## config.mk

```make
export PLATFORM = sky130hd
export DESIGN_NAME = register_file_v3
export DESIGN_NICKNAME = d
export VERILOG_FILES = /design/src/rtl/register_file_v3.sv
export SDC_FILE = /design/constraint.sdc
export NUM_CORES = 1
export LEC_CHECK = 0
export CORE_UTILIZATION = 55
export DETAILED_ROUTE_END_ITERATION = 10
export GPL_TIMING_DRIVEN = 0
export PLACE_DENSITY = 0.76
export SYNTH_ARGS = -nofsm -noshare
export SYNTH_HDL_FRONTEND = slang
export SYNTH_SLANG_ARGS = --single-unit
```

## constraint.sdc

```tcl
create_clock -name CLK -period 4.3 [get_ports CLK]
set_input_delay 0.86 -clock CLK [delete_from_list [all_inputs] [get_ports CLK]]
set_output_delay 0.86 -clock CLK [all_outputs]
set_load 0.05 [all_outputs]
```

## src/rtl/register_file_v3.sv

```systemverilog
// register_file_v3: NUM_REGS x WIDTH register file, 2 sync read ports, forwarding, pending bits; REGFILE_ZERO_REG_EN hardwires reg 0.
module register_file_v3 #(
  parameter int WIDTH    = 16,
  parameter int NUM_REGS = 10,
  parameter int SEL_W    = 4
) (
  input  logic                CLK,
  input  logic                RST_N,
  input  logic [SEL_W-1:0]    RdSelA,
  input  logic [SEL_W-1:0]    RdSelB,
  input  logic                RdEn,
  output logic [WIDTH-1:0]    RdDataA,
  output logic [WIDTH-1:0]    RdDataB,
  output logic                RdErr,
  input  logic [SEL_W-1:0]    WrSel,
  input  logic [WIDTH-1:0]    WrData,
  input  logic                WrEn,
  input  logic                ResvEn,
  input  logic [SEL_W-1:0]    ResvSel,
  output logic [NUM_REGS-1:0] Pending,
  output logic                StallA,
  output logic                StallB
);
`ifdef REGFILE_ZERO_REG_EN
  localparam bit ZERO_REG = 1'b1;
`else
  localparam bit ZERO_REG = 1'b0;
`endif
  logic [NUM_REGS-1:0][WIDTH-1:0] regs_q, regs_d, fwd;
  logic [NUM_REGS-1:0] pend_q, pend_d;
  logic [WIDTH-1:0] rd_a_q, rd_a_d, rd_b_q, rd_b_d, val_a, val_b;
  logic err_q, err_d, ok_a, ok_b, pend_a, pend_b;
  // selects that match no register fall through to zero data, no stall and an error flag
  always_comb begin
    regs_d = regs_q;
    pend_d = pend_q;
    fwd    = regs_q;
    val_a  = '0;
    val_b  = '0;
    ok_a   = 1'b0;
    ok_b   = 1'b0;
    pend_a = 1'b0;
    pend_b = 1'b0;
    for (int i = 0; i < NUM_REGS; i++) begin
      if (WrEn && WrSel == SEL_W'(i)) begin
        fwd[i]    = WrData;
        regs_d[i] = WrData;
        pend_d[i] = 1'b0;
      end
      if (ResvEn && ResvSel == SEL_W'(i)) pend_d[i] = 1'b1;
      if (ZERO_REG && i == 0) begin
        fwd[i]    = '0;
        regs_d[i] = '0;
        pend_d[i] = 1'b0;
      end
      if (RdSelA == SEL_W'(i)) begin
        ok_a   = 1'b1;
        val_a  = fwd[i];
        pend_a = pend_q[i];
      end
      if (RdSelB == SEL_W'(i)) begin
        ok_b   = 1'b1;
        val_b  = fwd[i];
        pend_b = pend_q[i];
      end
    end
    rd_a_d = RdEn ? val_a : rd_a_q;
    rd_b_d = RdEn ? val_b : rd_b_q;
    err_d  = RdEn ? !(ok_a && ok_b) : err_q;
  end
  always_ff @(posedge CLK) begin
    if (!RST_N) begin
      regs_q <= '0;
      pend_q <= '0;
      rd_a_q <= '0;
      rd_b_q <= '0;
      err_q  <= 1'b0;
    end else begin
      regs_q <= regs_d;
      pend_q <= pend_d;
      rd_a_q <= rd_a_d;
      rd_b_q <= rd_b_d;
      err_q  <= err_d;
    end
  end
  assign RdDataA = rd_a_q;
  assign RdDataB = rd_b_q;
  assign RdErr   = err_q;
  assign Pending = pend_q;
  assign StallA  = RdEn && pend_a;
  assign StallB  = RdEn && pend_b;
endmodule

```

## Yosys cells after proc, flatten, opt, wreduce, memory -nomap -nowiden

Index checks and enable logic that the tools add are counted.

- Memory bits (writable): 0
- Logic and storage cells: 187
- Bits in latches: 0
- Bits in registers: 203
- Output and inout bits: 45
- Memory bits (read-only): 0
- Memories kept: 0

- Multiply operators: 0
- Bitwise operators: 0
- Magnitude comparators: 0
- Shifts and indexed selects: 0
- Eq/ne operators: 36
- Reductions and logical operators: 38
- Multiplexer cells: 90
- Add/subtract/negate cells: 0
- Divide/modulo/power cells: 0

Operators with widths:

| operator | number |
|---|---|
| $mux W16 | 30 |
| $eq A4 B3 Y1 const B | 16 |
| $mux W1 | 60 |
| $eq A4 B2 Y1 const B | 8 |
| $eq A4 B4 Y1 const B | 8 |
| $logic_and A1 B1 Y1 | 23 |
| $reduce_bool A2 Y1 | 10 |
| $eq A4 B1 Y1 const B | 4 |
| $logic_not A4 Y1 | 4 |
| $logic_not A1 Y1 | 1 |

## Logic depth before layout (Yosys ltp)

- Depth after elaboration: 13
- Gate-level depth with buffers: 9

## Worst setup path before layout

No wires, ideal clock.

- Path type: input -> output
- From: in RdSelA[1]
- To: out StallA
- Stages on the path: 9
- Data required time: 3.440 ns
- Setup slack: 0.435 ns
- Path buffers: 3
- Arrival time: 3.005 ns
- Cell sequence: buf_2 > nor2b_1 > and2_1 > buf_2 > buf_2 > a22oi_1 > o21ai_0 > a21oi_1 > nor3_1

- Word-level cells in the longest chain between the ends: 12
- Elaborated cells between the ends (all ways): 21
- Classes of those cells: eq/ne: 9; mux: 10; reduce/logical: 2

RTL lines:

| what | line | text |
|---|---|---|
| start, declared | 9 | `input logic [SEL_W-1:0] RdSelA,` |
| $logic_not A4 Y1 | 56 | `if (RdSelA == SEL_W'(i)) begin` |
| $mux W1 (9 in series) | 56 |  |
| $mux W1 * | 56 |  |
| $logic_and A1 B1 Y1 * | 90 | `assign StallA = RdEn && pend_a;` |
| end, declared | 21 | `output logic StallA,` |

Mark *: on every way between the ends. The rest lies on a longest branch, timed or not.

## Worst setup path after layout

- From: in RdSelB[2]
- To: out StallB

- Word-level cells in the longest chain between the ends: 12
- Elaborated cells between the ends (all ways): 21
- Classes of those cells: eq/ne: 9; mux: 10; reduce/logical: 2

RTL lines:

| what | line | text |
|---|---|---|
| start, declared | 10 | `input logic [SEL_W-1:0] RdSelB,` |
| $logic_not A4 Y1 | 61 | `if (RdSelB == SEL_W'(i)) begin` |
| $mux W1 (9 in series) | 61 |  |
| $mux W1 * | 61 |  |
| $logic_and A1 B1 Y1 * | 91 | `assign StallB = RdEn && pend_b;` |
| end, declared | 22 | `output logic StallB` |

Marked as above.

==> flow_summary.json <==
{
  "status": "complete, no violations",
  "clock-sinks": 203,
  "cts_root_buf": "clkbuf_16",
  "yosys_warnings": 0,
  "numPlacedInstances": 1437,
  "grt_max_degree": 14,
  "place_congestion": 0.989,
  "fmax_mhz": 237,
  "min_path_type": "reg2reg",
  "route.detailed.drc": 0,
  "endpoint_kind": "output port",
  "fp-row-count": 49,
  "path_class": "in2out",
  "grt_remaining_overflow": 0,
  "hold_viol": 0,
  "min_period_ns": 4.21,
  "first_pass_iters": 7,
  "async_flop_share": 0,
  "final_cell_mix": "dfxtp_1, nor2b_1, mux2i_1, o21ai_0, a21oi_1",
  "routed_via_density": 6.64,
  "grt_first_pass_wirelength_um": 53800,
  "grt_pass1_vias": 9104,
  "avgSynthCellArea_sq_um": 8.87,
  "synthDistinctLibCells": 50,
  "portBuffers": 65,
  "synth_cells": 1143,
  "synth_area_sq_mm": 0.0101,
  "r2r_setup_slack_ns": 2.37,
  "p_per_area_mw_per_mm2": 380,
  "fillers": 1589,
  "irDropWorstVdd_mv": 0.372,
  "io-pin-count": 82,
  "power_mw": 4.50,
  "rr_worst_depth": 4,
  "vias": 9789,
  "mostFrequentLayoutCell": "dfxtp_1",
  "min_path_cells": 2,
  "path_clk_slew_ns": 0.07,
  "cp-start-kind": "input pin",
  "core_sq_mm": 0.0180,
  "drive_above_1_share": 0.0683,
  "slew_violations": 0,
  "h-tree-depth": 1,
  "reg2reg_to": "RdDataB[5]",
  "fin_nets": 1267,
  "cp.required_ns": 3.44,
  "yosys.area.top_type_share": 0.401,
  "die_area_sq_mm": 0.0190,
  "cap_violations": 0,
  "hpwl_um": 27200,
  "busiest_layer": "met2",
  "p_leak_nw": 4.48,
  "drt-total-wl_um": 36400,
  "drt_iter0_drc": 1159,
  "synth-seq-cells": 203,
  "final.setup_skew_ns": 0.0200,
  "synth.largest_area_cell": "dfxtp_1",
  "ys_seq_area_frac": 0.401,
  "worst_pin_slew_ns": 1.13,
  "final_cells": 1474,
  "area_growth_pct": 17.0,
  "syn-num-nets": 1180,
  "min_period_over_period": 0.980,
  "synth_area_leaders": "dfxtp_1, mux2i_1, nor2b_1",
  "grtUsageMet2": 0.601,
  "seqCellArea_sq_mm": 0.00406,
  "worstSetupEndpoint": "StallB",
  "use_met3": 0.0659,
  "routedWlPerCell_um": 24.7,
  "crit_path_start": "RdSelB[2]",
  "cp.arrival_ns": 3.35,
  "grtUsageTotal": 0.385,
  "ant_nets": 0,
  "die_x_um": 138,
  "insertion_delay_ns": 0.52,
  "synth_enable_flop_cells": 0,
  "dpl_worst_slack_ns": -0.762,
  "start_util": 0.563,
  "path_max_fanout": 10,
  "cts_tree": "built",
  "relSlewSlack": 0.243,
  "multi_input_area_sq_mm": 0.00561,
  "r2r-start": "regs_q[53]",
  "setup_tns_ns": 0,
  "cts_buffers": 22,
  "setup_viol": 0,
  "synth_ff_type": "dfxtp_1",
  "die_height_um": 138,
  "num_antenna_cells": 0,
  "clk_path_buf_depth": 3,
  "antenna_found_initial": 0,
  "met1_usage": 0.488,
  "fin_ws_ns": 0.0853
}
[synthesized netlist by cell type, types with 9 or more instances]
cell       number
dfxtp_1       203
o221ai_1        9
clkbuf_1       68
o22ai_1        64
o21ai_1        12
nor4_1         26
o2111ai_1      20
a22oi_1        36
a21boi_0       12
nor2b_1       168
buf_2          18
mux2i_1       147
o21ai_0       101
nand3_1        27
nand2_1        49
a21oi_1        72
nor2_1         15
and2_1         11
[critical path, stage by stage]
cell	delay [ns]
clkdlybuf4s50_1	0.53
nor2b_2	0.37
and3_1	0.45
clkbuf_2	0.39
a211oi_1	0.13
a21oi_1	0.23
clkdlybuf4s15_2	0.40
[through the flow]
stage | util | hold WS (ns) | area (sq um)
floorplan | - | 0.474 | 10100
global placement | 0.615 | 0.485 | 11100
detailed placement | 0.615 | 0.494 | 11100
CTS | 0.659 | 0.502 | 11900
global route | 0.658 | 0.537 | 11900
finish | 0.658 | 0.504 | 11900
[final cells by class]
class / instances / area share
multi-input combinational: 835 / 0.473
tap: 229 / 0.0241
buffer: 98 / 0.0379
inverter: 5 / 0.00158
timing repair buffer: 65 / 0.0545
sequential: 203 / 0.343
clock inverter: 10 / 0.0127
clock buffer: 29 / 0.0538
[worst min-delay path by stage]
stage                     start           to  slack, ns
finish              regs_q[119]  regs_q[119]       0.50
global route        regs_q[112]  regs_q[112]       0.54
CTS                 regs_q[119]  regs_q[119]       0.50
global placement    regs_q[114]  regs_q[114]       0.48
detailed placement  regs_q[119]  regs_q[119]       0.49
floorplan           regs_q[112]  regs_q[112]       0.47
[registers in the layout, summed over array words and instances (netlist names)]
name and flops:
Pending 10, RdDataA 16, RdErr 1, RdDataB 16, regs_q 160
[routing by layer]
layer,routed length (um),up-vias
li1,-,4393
met1,14400,4573
met2,16100,660
met3,3410,163
met4,2430,0
met5,0,-
[power breakdown]
group / leakage, nW / internal (mW) / switching, mW
registers: 1.64 / 1.91 / 0.0171
logic: 2.45 / 0.160 / 0.332
clock network: 0.395 / 1.28 / 0.799
total: 4.48 / 3.35 / 1.15
[kinds of logic after synthesis]
family          Yosys count  share of synthesized area
simple gates            330                      0.191
flops                   203                      0.401
mux                     151                      0.150
compound gates          354                      0.212
buf+inv                 105                     0.0463
[timing repair]
action / 4_1_cts / 5_1_grt
setup buffers: 0 / 0
setup endpoints to repair: 2 / 2
gates resized for setup: 11 / 5
hold endpoints to repair: 0 / 0
hold buffers: 0 / 0
pin swaps: 0 / 0
Power figures use the tool's default switching activity.
